`src/rtl/music_score_sequencer.sv`:
```
// Score sequencer: fetches key/duration pairs, times notes with a tempo prescaler.
// Define MUSIC_SCORE_LOOP_EN to repeat the score from StartAddress at each zero key.
module music_score_sequencer #(
    parameter int AddressBits = 5,
    parameter int DataLength  = 4,
    parameter int TimeBits    = 4,
    parameter int TickDivide  = 50000,
    parameter int GapCycles   = 1000
) (
    input  logic                   Clock,
    input  logic                   Reset,
    input  logic                   Start,
    input  logic                   Stop,
    input  logic                   Pause,
    input  logic [AddressBits-1:0] StartAddress,
    input  logic [DataLength-1:0]  KeyInput,
    input  logic [TimeBits-1:0]    TimeInput,
    output logic [AddressBits-1:0] Address,
    output logic [DataLength-1:0]  KeyOut,
    output logic                   NoteStrobe,
    output logic                   EndofScore,
    output logic                   Playing
);

    localparam int PW = (TickDivide > 1) ? $clog2(TickDivide) : 1;
    localparam int GW = (GapCycles > 1) ? $clog2(GapCycles) : 1;
    localparam logic [PW-1:0] PTerm = PW'(TickDivide - 1);
    localparam logic [GW-1:0] GTerm = GW'(GapCycles - 1);

    typedef enum logic [1:0] {
        S_IDLE,
        S_FETCH,
        S_PLAY,
        S_GAP
    } state_t;

    state_t                 r_state, w_state;
    logic [AddressBits-1:0] r_addr, w_addr, w_addr_inc;
    logic [DataLength-1:0]  r_key, w_key;
    logic [TimeBits-1:0]    r_count, w_count;
    logic [PW-1:0]          r_presc, w_presc;
    logic [GW-1:0]          r_gap, w_gap;
    logic                   r_strobe, w_strobe;
    logic                   r_eos, w_eos;

    assign w_addr_inc = r_addr + AddressBits'(1);

    always_ff @(posedge Clock) begin
        if (Reset) begin
            r_state  <= S_IDLE;
            r_addr   <= '0;
            r_key    <= '0;
            r_count  <= '0;
            r_presc  <= '0;
            r_gap    <= '0;
            r_strobe <= 1'b0;
            r_eos    <= 1'b0;
        end else begin
            r_state  <= w_state;
            r_addr   <= w_addr;
            r_key    <= w_key;
            r_count  <= w_count;
            r_presc  <= w_presc;
            r_gap    <= w_gap;
            r_strobe <= w_strobe;
            r_eos    <= w_eos;
        end
    end

    // Stop beats Start, Start beats everything the current state would do.
    always_comb begin
        w_state  = r_state;
        w_addr   = r_addr;
        w_key    = r_key;
        w_count  = r_count;
        w_presc  = r_presc;
        w_gap    = r_gap;
        w_strobe = 1'b0;
        w_eos    = 1'b0;
        if (Stop) begin
            w_state = S_IDLE;
            w_addr  = StartAddress;
        end else if (Start) begin
            w_state = S_FETCH;
            w_addr  = StartAddress;
        end else begin
            unique case (r_state)
                S_IDLE: begin
                    w_addr = StartAddress;
                end
                S_FETCH: begin
                    if (KeyInput == '0) begin
                        w_eos  = 1'b1;
                        w_addr = StartAddress;
`ifdef MUSIC_SCORE_LOOP_EN
                        w_state = S_FETCH;
`else
                        w_state = S_IDLE;
`endif
                    end else if (TimeInput == '0) begin
                        w_addr = w_addr_inc;
                    end else begin
                        w_key    = KeyInput;
                        w_count  = TimeInput;
                        w_presc  = '0;
                        w_state  = S_PLAY;
                        w_strobe = 1'b1;
                    end
                end
                S_PLAY: begin
                    if (!Pause) begin
                        if (r_presc != PTerm) begin
                            w_presc = r_presc + PW'(1);
                        end else begin
                            w_presc = '0;
                            w_count = r_count - TimeBits'(1);
                            if (r_count == TimeBits'(1)) begin
                                if (GapCycles == 0) begin
                                    w_state = S_FETCH;
                                    w_addr  = w_addr_inc;
                                end else begin
                                    w_state = S_GAP;
                                    w_gap   = '0;
                                end
                            end
                        end
                    end
                end
                S_GAP: begin
                    if (!Pause) begin
                        if (r_gap != GTerm) begin
                            w_gap = r_gap + GW'(1);
                        end else begin
                            w_gap   = '0;
                            w_state = S_FETCH;
                            w_addr  = w_addr_inc;
                        end
                    end
                end
                default: begin
                    w_state = S_IDLE;
                end
            endcase
        end
    end

    assign Address    = r_addr;
    assign KeyOut     = (r_state == S_PLAY && !Pause) ? r_key : '0;
    assign NoteStrobe = r_strobe;
    assign EndofScore = r_eos;
    assign Playing    = (r_state != S_IDLE);

endmodule

```
`config.mk`:
```
export PLATFORM = sky130hd
export DESIGN_NAME = music_score_sequencer
export DESIGN_NICKNAME = d
export VERILOG_FILES = /design/src/rtl/music_score_sequencer.sv
export SDC_FILE = /design/constraint.sdc
export NUM_CORES = 1
export LEC_CHECK = 0
export BUFFER_PORTS_ARGS = -buffer_cell sky130_fd_sc_hd__buf_4
export CORE_ASPECT_RATIO = 0.7
export CORE_UTILIZATION = 40
export DETAILED_ROUTE_END_ITERATION = 8
export RECOVER_POWER = 25
export SLEW_MARGIN = 20
export SYNTH_ARGS = -nofsm -noshare
export SYNTH_HDL_FRONTEND = slang
export SYNTH_SLANG_ARGS = --single-unit
```
`constraint.sdc`:
```
create_clock -name Clock -period 2.05 [get_ports Clock]
set_input_delay 0.205 -clock Clock [delete_from_list [all_inputs] [get_ports Clock]]
set_output_delay 0.205 -clock Clock [all_outputs]
set_load 0.03 [all_outputs]
```
Word-level counts from Yosys, hierarchy flattened
Index checks and enable logic that the tools add are counted.
{"block": "totals", "romBits": 0, "regBits": 43, "mem_bits_rw": 0, "mem_count": 0, "latchBits": 0}
{"block": "classes", "muxes": 35, "reduce_logical": 22, "add_sub_neg": 4, "n_eq_ne": 23, "shift": 0, "n_lt_le_gt_ge": 0, "n_mul": 0, "bitwise_logic": 5, "div": 0}
{"op": "16-bit two-way mux", "count": 4}
{"op": "10-bit two-way mux", "count": 5}
{"op": "16-bit case mux with 2 select lines", "count": 1}
{"op": "5-bit two-way mux", "count": 6}
{"op": "7-bit AND reduction", "count": 4}
{"op": "4-bit two-way mux", "count": 5}
{"op": "10-bit case mux with 2 select lines", "count": 1}
{"op": "3-bit != test, second input constant", "count": 6}
{"op": "16-bit by 1-bit adder with 16-bit output, second input constant", "count": 1}
{"op": "16-bit != test, second input constant", "count": 1}
{"op": "5-bit case mux with 3 select lines", "count": 1}
{"op": "2-bit two-way mux", "count": 7}
{"op": "2-bit != test, second input constant", "count": 7}
{"op": "4-bit != test, second input constant", "count": 3}
{"op": "10-bit by 1-bit adder with 10-bit output, second input constant", "count": 1}
{"op": "10-bit != test, second input constant", "count": 1}
{"op": "4-bit zero test", "count": 2}
{"op": "4-bit case mux with 2 select lines", "count": 1}
{"op": "2-bit case mux with 3 select lines", "count": 1}
{"op": "6-bit AND reduction", "count": 1}
{"op": "2-bit nonzero test", "count": 3}
{"op": "5-bit by 1-bit adder with 5-bit output, second input constant", "count": 1}
{"op": "5-bit != test, second input constant", "count": 1}
{"op": "1-bit NOT", "count": 5}
{"op": "other kinds (17)", "count": 20}

Logic depth before layout (Yosys ltp)
Gate-level depths: netlist of run 1.
{"block": "logic_depth", "word_depth": 6, "depth_mapped": 8}

Worst setup path after synthesis of run 1
No wires, ideal clock.
{"block": "synth_timing", "path_kind": "register to register", "startpoint": "reg r_state[0]", "endpoint": "reg r_presc[15]", "stages_incl_launch_ff": 7, "required_ns": 1.980, "synth_period_minus_slack_ns": 2.062, "t_arrival_ns": 1.992, "setup_ns": 0.070, "slack_ns": -0.012, "cell_sequence": "dfxtp_1 -> or3b_1 -> or4_1 -> buf_2 -> a21oi_4 -> or4b_1 -> a21oi_1"}
{"block": "synth_between", "elab_chain_len": 3, "elab_cells_between_ends": 8, "cone_classes": "eq/ne: 5; mux: 1; reduce/logical: 2"}
{"item": "start, declared", "line": "37", "source": "state_t r_state, w_state;"}
{"item": "start signal, assigned", "line": "59", "source": "r_state <= w_state;"}
{"item": "2-bit by 1-bit == test with 1-bit output or 2-bit == test (tied branches)", "line": "87", "source": "unique case (r_state)"}
{"item": "2-bit != test (no line) or 2-bit nonzero test (tied branches)"}
{"item": "6-bit AND reduction (no line)"}
{"item": "end signal, assigned", "line": "63", "source": "r_presc <= w_presc;"}
{"item": "end, declared", "line": "41", "source": "logic [PW-1:0] r_presc, w_presc;"}
Parallel ways exist; a longest one is shown, timed or not.
A chain may end at the register's enable or synchronous reset.

Worst setup path in the final report of run 1
Ends and elaborated chain as after synthesis.

==> results.json, run 1 <==
{
  "status": "completed",
  "leakagePower_nw": 1.13,
  "portBuffers": 29,
  "cts_tree": "done",
  "overflow": 0,
  "die_h_um": 65.6,
  "clockBufferDepth": 2,
  "fmax_mhz": 496,
  "area_growth_pct": 34.3,
  "ant_nets": 0,
  "routed_wirelength_um": 6120,
  "crit_type": "reg -> reg",
  "fillCellCount": 535,
  "hold_viol": 0,
  "ys.flop_type": "dfxtp_1",
  "avgViaCountPerCell": 5.45,
  "place_area_um2": 2890,
  "crit_fanout": 4,
  "switching_share_pct": 22.7,
  "ys_warn_count": 0,
  "io_pins": 30,
  "antenna_found_initial": 0,
  "dp_slack_ps": -18.5,
  "core_area_um2": 5400,
  "final_util_pct": 57.6,
  "cts-root-buf": "clkbuf_8",
  "syn_inst": 289,
  "ff_latch_area_um2": 867,
  "yosys-top-cells-area": "dfxtp_1 (37%), a21oi_1 (6.5%), nor2_1 (4.4%)",
  "grt_pass1_vias": 2034,
  "avgSynthCellArea_um2": 8.01,
  "worstPathArrival_ps": 2240,
  "pwr-share-comb_pct": 8.2,
  "nets": 381,
  "grt_setup_unrepaired": "true",
  "diodes": 0,
  "die_x_um": 92.9,
  "pwr-share-seq_pct": 52.4,
  "cts_sinks": 43,
  "worst_hold_path_type": "in -> reg",
  "postSynth.asyncResetShare_pct": 0,
  "dr.pass1.iters": 4,
  "p_total_mw": 1.63,
  "wl_per_cell_um": 14.2,
  "cts-buffers-inserted": 5,
  "reg2reg_slack_ps": 30,
  "holdBufCountCts": 0,
  "period_share_pct": 98.3,
  "power_density_nw_per_um2": 525,
  "synth_top_area_share_pct": 37.2,
  "fin_crit_ps": 2020,
  "cp-end-kind": "flip-flop",
  "final_cell_count_no_fill": 430,
  "p_sw_mw": 0.371,
  "p_clk_share_pct": 39.4,
  "reg2reg_depth": 5,
  "worst_ep_required_time_ps": 2270,
  "fin_ws_ps": 34.2,
  "clk_pin_slew_ps": 80,
  "ys_seq_area_share_pct": 37.2,
  "clk_latency_ps": 290,
  "dp_cells": 420,
  "max-cap-violations": 0,
  "slew_headroom_pct": 66.8,
  "holdPathStages": 3,
  "drive_gt1_share_pct": 30.2,
  "finalSetupViolations": 0,
  "r2r_start": "r_state[0]",
  "cts_max_level": 2,
  "die_area_um2": 6100,
  "synth-edff-count": 0,
  "r2r_end": "r_presc[15]",
  "placementRows": 22,
  "hpwl_um": 4290,
  "grt_max_degree": 34,
  "grt_usage_pct": 21.3,
  "min_from": "KeyInput[1]",
  "gp_congestion": 0.849,
  "drt_iter0_drc": 181,
  "ys_ff_latch": 43,
  "start_util_pct": 42.9,
  "syn_nets": 312,
  "hold_end": "r_key[1]",
  "route.detailed.drc": 0,
  "slew_violations": 0,
  "vdd_ir_drop_max_v": 0.000325,
  "synthesis.area_um2": 2310,
  "via_count": 2343,
  "internal_power_mw": 1.26,
  "crit_path_start_kind": "flip-flop",
  "worst_slew_pin_slew_ps": 493,
  "grt_pass1_wl_um": 10200,
  "multi_input_area_um2": 1500,
  "clock_skew_ps": 8.93,
  "netlist.top_cell.by_area": "dfxtp_1",
  "final_area_um2": 3110,
  "synth.distinct_cells": 46
}
## what timing repair did
item	4_1_cts	5_1_grt
gates resized for setup	4	25
pin swaps	0	5
setup buffers	0	3
setup endpoints to repair	6	14
## state kept, by name (all words and copies together) (netlist names)
name        flops
r_presc        16
r_gap          10
Address         5
r_count         4
r_key           4
r_state         2
EndofScore      1
NoteStrobe      1
## cell families (layout without fill, tap and decap cells)
kind of cell             Yosys count  in the layout  synth area share [%]
multiplexers                       2              2                 0.865
XOR/XNOR                          11             11                  4.16
AND/OR/NAND/NOR                  134            134                  32.3
adder cells (fa/ha/maj)            5              5                  2.70
buffers and inverters             18             87                  3.08
AO/OA/AOI/OAI                     76             76                  19.7
flip-flops                        43             43                  37.2
## cell type report
class | count | share of cell area, %
multi-input combinational | 228 | 48.3
sequential | 43 | 27.9
timing repair buffer | 74 | 16.9
tap | 72 | 2.90
clock buffer | 6 | 2.33
clock inverter | 1 | 0.966
inverter | 6 | 0.725
## routing by layer
layer  track usage (%)  routed length, um
met5                 0                  0
met4              4.62                 35
met3              3.82                358
met2              29.0               2400
met1              33.7               3320
## stage by stage
step | setup TNS (ps) | hold slack [ps]
after floorplan | 0 | 277
after global placement | -8.39 | 438
after detailed placement | -31.2 | 444
after CTS | 0 | 165
after global routing | -105 | 165
final | 0 | 173
## worst max-delay path by stage
stage | startpoint | end | slack [ps] | depth (start not counted)
detailed placement | Start | r_presc[15] | -20 | 6
global placement | r_presc[5] | r_gap[6] | -6 | 6
CTS | r_presc[5] | r_gap[6] | 10 | 6
global route | r_state[0] | r_presc[15] | -50 | 5
finish | r_state[0] | r_presc[15] | 30 | 5
floorplan | r_state[0] | r_presc[15] | 30 | 6
## power groups by stage
stage,combinational (mW),clock [mW],sequential [mW]
6_report,0.133,0.643,0.855
5_1_grt,0.146,0.700,0.857
4_1_cts,0.137,0.656,0.855
3_5_place_dp,0.137,0,0.875
3_3_place_gp,0.135,0,0.875
2_1_floorplan,0.0519,0,0.887
## critical path, stage by stage, from the launching register on
cell,delay [ps]
dfxtp_2,330
or3b_4,400
or4_4,470
a21oi_4,140
or4b_4,470
a21oi_2,140
## synth_stat cells, types with 4 or more instances
library cell	instances
clkbuf_1	9
nor4_1	6
ha_1	5
nand4_1	5
or2_2	4
nand2b_1	4
or4_1	6
xnor2_1	8
nand2_1	23
a211oi_1	7
o21ai_0	19
inv_1	6
a21oi_1	30
dfxtp_1	43
nor2_1	27
a31oi_1	5
and3_1	4
nor2b_1	4
or3_1	4
and2_1	8
nand3_1	13
nor3_1	5
## cells in the final DEF (no fill, tap or decap), drive strengths merged, types with 4 or more instances in the layout
| master | netlist | final |
|---|---|---|
| ha | 5 | 5 |
| or2 | 4 | 4 |
| a21oi | 31 | 31 |
| o21ai | 19 | 19 |
| or3 | 4 | 4 |
| inv | 6 | 6 |
| nand4 | 5 | 5 |
| dfxtp | 43 | 43 |
| nor4 | 6 | 6 |
| nand2b | 4 | 4 |
| nor2b | 4 | 4 |
| a31oi | 5 | 5 |
| nand3 | 13 | 13 |
| nor3 | 5 | 5 |
| xnor2 | 8 | 8 |
| nor2 | 27 | 27 |
| nand2 | 23 | 23 |
| a211oi | 7 | 7 |
| clkbuf | 9 | 15 |
| or4 | 6 | 6 |
| buf | 3 | 65 |
| and3 | 4 | 4 |
| and2 | 10 | 10 |
Power figures use the tool's default switching activity.
==> run 2: changes to the inputs <==
CORE_UTILIZATION = 52   (was 40)
PLACE_DENSITY = 0.76   (was default)
SETUP_SLACK_MARGIN = 0.3   (was default)
==> results.json, run 2 (synthesis results as in run 1) <==
{
  "status": "finished, violations left",
  "violations": "setup timing",
  "clk_pin_slew_ps": 90,
  "area_growth_pct": 51.6,
  "portBuffers": 29,
  "worstPathArrival_ps": 2360,
  "clk_latency_ps": 310,
  "routed_wirelength_um": 8620,
  "final_common_cell": "buf_4",
  "start_util_pct": 56.6,
  "leakagePower_nw": 1.27,
  "cts_max_level": 2,
  "worst_hold_path_type": "in -> reg",
  "largest_register_ffs": 16,
  "pwr-share-comb_pct": 10.0,
  "hpwl_um": 4180,
  "avgViaCountPerCell": 6.66,
  "cp-end-kind": "flip-flop",
  "drive_gt1_share_pct": 43.7,
  "final_cell_count_no_fill": 425,
  "nets": 395,
  "slew_violations": 0,
  "holdBufCountCts": 0,
  "grt_max_degree": 34,
  "fin_crit_ps": 2160,
  "p_sw_mw": 0.441,
  "max_flop_register": "r_presc",
  "clockBufferDepth": 2,
  "max-cap-violations": 0,
  "cts_sinks": 43,
  "worst_ep_required_time_ps": 2260,
  "die_x_um": 81.7,
  "placementRows": 19,
  "grt_pass1_vias": 2132,
  "final_area_um2": 3510,
  "dr.pass1.iters": 7,
  "pwr-share-seq_pct": 49.5,
  "power_density_nw_per_um2": 491,
  "switching_share_pct": 25.6,
  "internal_power_mw": 1.28,
  "drt_iter0_drc": 311,
  "ant_nets": 0,
  "crit_type": "reg -> reg",
  "overflow": 0,
  "wl_per_cell_um": 20.3,
  "crit_path_start_kind": "flip-flop",
  "die_h_um": 57.8,
  "reg2reg_depth": 7,
  "cts_tree": "done",
  "diodes": 0,
  "worst_slew_pin_slew_ps": 560,
  "core_area_um2": 4090,
  "via_count": 2832,
  "gp_congestion": 0.855,
  "p_clk_share_pct": 40.4,
  "finalSetupViolations": 4,
  "vdd_ir_drop_max_v": 0.000457,
  "io_pins": 30,
  "die_area_um2": 4730,
  "grt_setup_unrepaired": "true",
  "dp_cells": 388,
  "tns_ps": -328,
  "layout_common_cells": "buf_4 (62), dfxtp_1 (30), nor2_1 (26), nand2_1 (20), a21oi_1 (20)",
  "grt_pass1_wl_um": 10300,
  "slew_headroom_pct": 62.6,
  "period_share_pct": 105,
  "crit_fanout": 9,
  "grt_usage_pct": 29.2,
  "route.detailed.drc": 0,
  "cts-buffers-inserted": 5,
  "place_area_um2": 2820,
  "p_total_mw": 1.72,
  "fin_ws_ps": -106,
  "antenna_found_initial": 0,
  "holdPathStages": 3,
  "clock_skew_ps": 7.08,
  "dp_slack_ps": -348,
  "fmax_mhz": 464,
  "hold_viol": 0,
  "cts-root-buf": "clkbuf_8"
}
[run 2: path summary, 6_finish.rpt]
kind / slack [ps] / to / startpoint
hold / removal: 160 / Address[0] / StartAddress[0]
setup / recovery: -110 / r_presc[9] / r_state[0]
hold reg to reg: 470 / r_key[3] / r_key[3]
setup reg to reg: -110 / r_presc[9] / r_state[0]
[run 2: area by class of cell]
class                   instances  area [um2]
well taps                      52        65.1
clock buffers                   5        68.8
inverters                       6        22.5
repair buffers                 88         709
clock inverters                 3        43.8
multi-input cells             228        1710
flip-flops and latches         43         885
fillers                       213         581
[run 2: stage by stage]
stage,hold WS [ps],util (%)
floorplan,277,-
global route,161,85.8
CTS,151,76.2
detailed placement,442,69.0
finish,165,85.8
global placement,441,69.0
[run 2: power groups by stage]
| stage | clock network, mW | registers (mW) | logic (mW) |
|---|---|---|---|
| floorplan | 0 | 0.887 | 0.0538 |
| global placement | 0 | 0.875 | 0.137 |
| detailed placement | 0 | 0.874 | 0.138 |
| CTS | 0.697 | 0.855 | 0.147 |
| global route | 0.726 | 0.855 | 0.181 |
| finish | 0.697 | 0.853 | 0.173 |
[run 2: layer usage]
| layer | GRT usage, % | share of wire, % |
|---|---|---|
| met5 | 0 | 0 |
| met4 | 10.5 | 3.2 |
| met3 | 8.35 | 9.9 |
| met2 | 39.1 | 45 |
| met1 | 43.8 | 41 |
[run 2: critical path, cell delays in order, from the launching register on]
cell	delay (ps)
dfxtp_2	330
or3b_4	380
buf_6	130
or4_4	460
buf_4	200
a211oi_1	330
xnor2_1	170
nor2_1	60
[run 2: repair_timing]
item	CTS	global route
setup buffers	10	19
endpoints found under the hold margin	0	0
gates resized for setup	20	82
pin swaps	7	21
endpoints found under the setup margin	43	43
==> run 3: changes to the inputs <==
CORE_UTILIZATION = 40   (was 52)
GPL_TIMING_DRIVEN = 0   (was default)
PLACE_DENSITY = default   (was 0.76)
==> results.json, run 3 (synthesis results as in run 1) <==
{
  "status": "finished, violations left",
  "violations": "setup timing",
  "p_clk_share_pct": 34.6,
  "via_count": 2415,
  "portBuffers": 29,
  "place_area_um2": 2680,
  "largest_register_ffs": 16,
  "clock_skew_ps": 4.22,
  "switching_share_pct": 26.5,
  "worst_slew_pin_slew_ps": 740,
  "placementRows": 22,
  "finalSetupViolations": 2,
  "clk_latency_ps": 310,
  "final_common_cell": "buf_4",
  "drt_iter0_drc": 120,
  "p_sw_mw": 0.413,
  "grt_usage_pct": 22.2,
  "period_share_pct": 103,
  "route.detailed.drc": 0,
  "path_delay_family": "simple AND/OR/NAND/NOR gates",
  "critical_path.max_stage_delay_ps": 480,
  "dr.pass1.iters": 5,
  "routed_wirelength_um": 6740,
  "final_cell_count_no_fill": 428,
  "worst_hold_path_type": "in -> reg",
  "die_area_um2": 6100,
  "cts-buffers-inserted": 5,
  "die_x_um": 92.9,
  "fin_crit_ps": 2110,
  "hold_viol": 0,
  "ff_latch_area_um2": 892,
  "cts_max_level": 2,
  "io_pins": 30,
  "final_area_um2": 3400,
  "fin_ws_ps": -64.4,
  "clk_pin_slew_ps": 80,
  "holdBufCountCts": 0,
  "p_total_mw": 1.56,
  "slew_violations": 0,
  "cts_tree": "done",
  "tns_ps": -69.9,
  "path_buf_inv": 1,
  "avgViaCountPerCell": 5.64,
  "vdd_ir_drop_max_v": 0.000257,
  "start_util_pct": 42.9,
  "pwr-share-comb_pct": 10.8,
  "power_density_nw_per_um2": 459,
  "overflow": 0,
  "ant_nets": 0,
  "hpwl_um": 4210,
  "dp_cells": 390,
  "worst_ep_required_time_ps": 2300,
  "fmax_mhz": 473,
  "reg2reg_depth": 6,
  "crit_fanout": 3,
  "crit_type": "reg -> reg",
  "crit_slowest_cell": "or4b_4",
  "nets": 378,
  "multi_input_area_um2": 1760,
  "area_growth_pct": 46.8,
  "antenna_found_initial": 0,
  "max_flop_register": "r_presc",
  "internal_power_mw": 1.15,
  "gp_congestion": 0.790,
  "grt_pass1_wl_um": 10400,
  "pwr-share-seq_pct": 54.6,
  "die_h_um": 65.6,
  "drive_gt1_share_pct": 40.4,
  "path_cells": "or3b_4 > or4_4 > buf_6 > a21oi_4 > or4b_4 > a21oi_2",
  "diodes": 0,
  "grt_max_degree": 14,
  "fillCellCount": 474,
  "crit_path_start_kind": "flip-flop",
  "worstSetupPathDepth": 6,
  "grt_pass1_vias": 2019,
  "cp-end-kind": "flip-flop",
  "dp_slack_ps": -288,
  "reg2reg_slack_ps": -60,
  "r2r_start": "r_state[0]",
  "crit_start": "r_state[0]",
  "clockBufferDepth": 2,
  "wl_per_cell_um": 15.7,
  "worstPathArrival_ps": 2360,
  "leakagePower_nw": 1.16,
  "grt_setup_unrepaired": "true",
  "r2r_end": "r_presc[15]",
  "crit_path_end": "r_presc[15]",
  "core_area_um2": 5400,
  "max-cap-violations": 0,
  "cts-root-buf": "clkbuf_8",
  "layout_common_cells": "buf_4 (45), dfxtp_1 (28), a21oi_1 (25), nor2_1 (24), nand2_1 (19)",
  "slew_headroom_pct": 50.5,
  "cts_sinks": 43
}
## run 3: changes by cell type in the layout (fill, tap and decap cells not counted), moves of 4 or more
cell,change
buf_4,-17
a21oi_1,+5
and2_4,-4
a21oi_2,-5
buf_6,-7
and2_1,+4
or4_4,-4
or4_1,+4
## run 3: routing by layer
layer | vias up | GRT usage, % | routed length [um]
li1 | 1204 | - | -
met1 | 1132 | 34.5 | 3530
met2 | 72 | 29.9 | 2820
met3 | 7 | 4.17 | 319
met4 | 0 | 6.92 | 68
met5 | - | 0 | 0
## run 3: worst min-delay path by stage
stage	endpoint	from	slack [ps]	depth (start not counted)
final	r_state[1]	Start	110	2
after global routing	r_state[1]	Start	100	2
after CTS	r_state[1]	Start	100	2
after detailed placement	r_state[0]	Stop	420	2
after global placement	r_state[0]	Stop	420	2
after floorplan	r_state[0]	Stop	280	1
## run 3: worst register-to-register path, stage by stage, from the launching register on
cell	delay, ps
dfxtp_4	350
or3b_4	400
or4_4	420
buf_6	140
a21oi_4	140
or4b_4	480
a21oi_2	120
## run 3: per-stage QoR
step / hold slack (ps) / util [%]
3_3_place_gp: 418 / 49.7
3_5_place_dp: 419 / 49.7
2_1_floorplan: 277 / -
5_1_grt: 102 / 63.0
4_1_cts: 102 / 56.6
6_report: 109 / 63.0
## run 3: cell type report
class                           count  share of cell area, %
Multi-Input combinational cell    228                   51.7
Sequential cell                    43                   26.3
Timing Repair Buffer               59                   13.2
Buffer                             12                   3.13
Tap cell                           72                   2.65
Clock buffer                        5                   2.03
Inverter                            6                  0.663
Clock inverter                      3                  0.442
## run 3: repair_timing
item | CTS | global route
gates cloned | 2 | 1
gates resized for setup | 50 | 65
pin swaps | 10 | 20
hold endpoints to repair | 0 | 0
endpoints found under the setup margin | 43 | 39
setup buffers | 9 | 18
## run 3: power groups by stage
stage	combinational, mW	clock (mW)	sequential (mW)
detailed placement	0.129	0	0.875
global placement	0.128	0	0.876
finish	0.169	0.539	0.852
global route	0.180	0.590	0.854
floorplan	0.0538	0	0.887
CTS	0.144	0.552	0.853
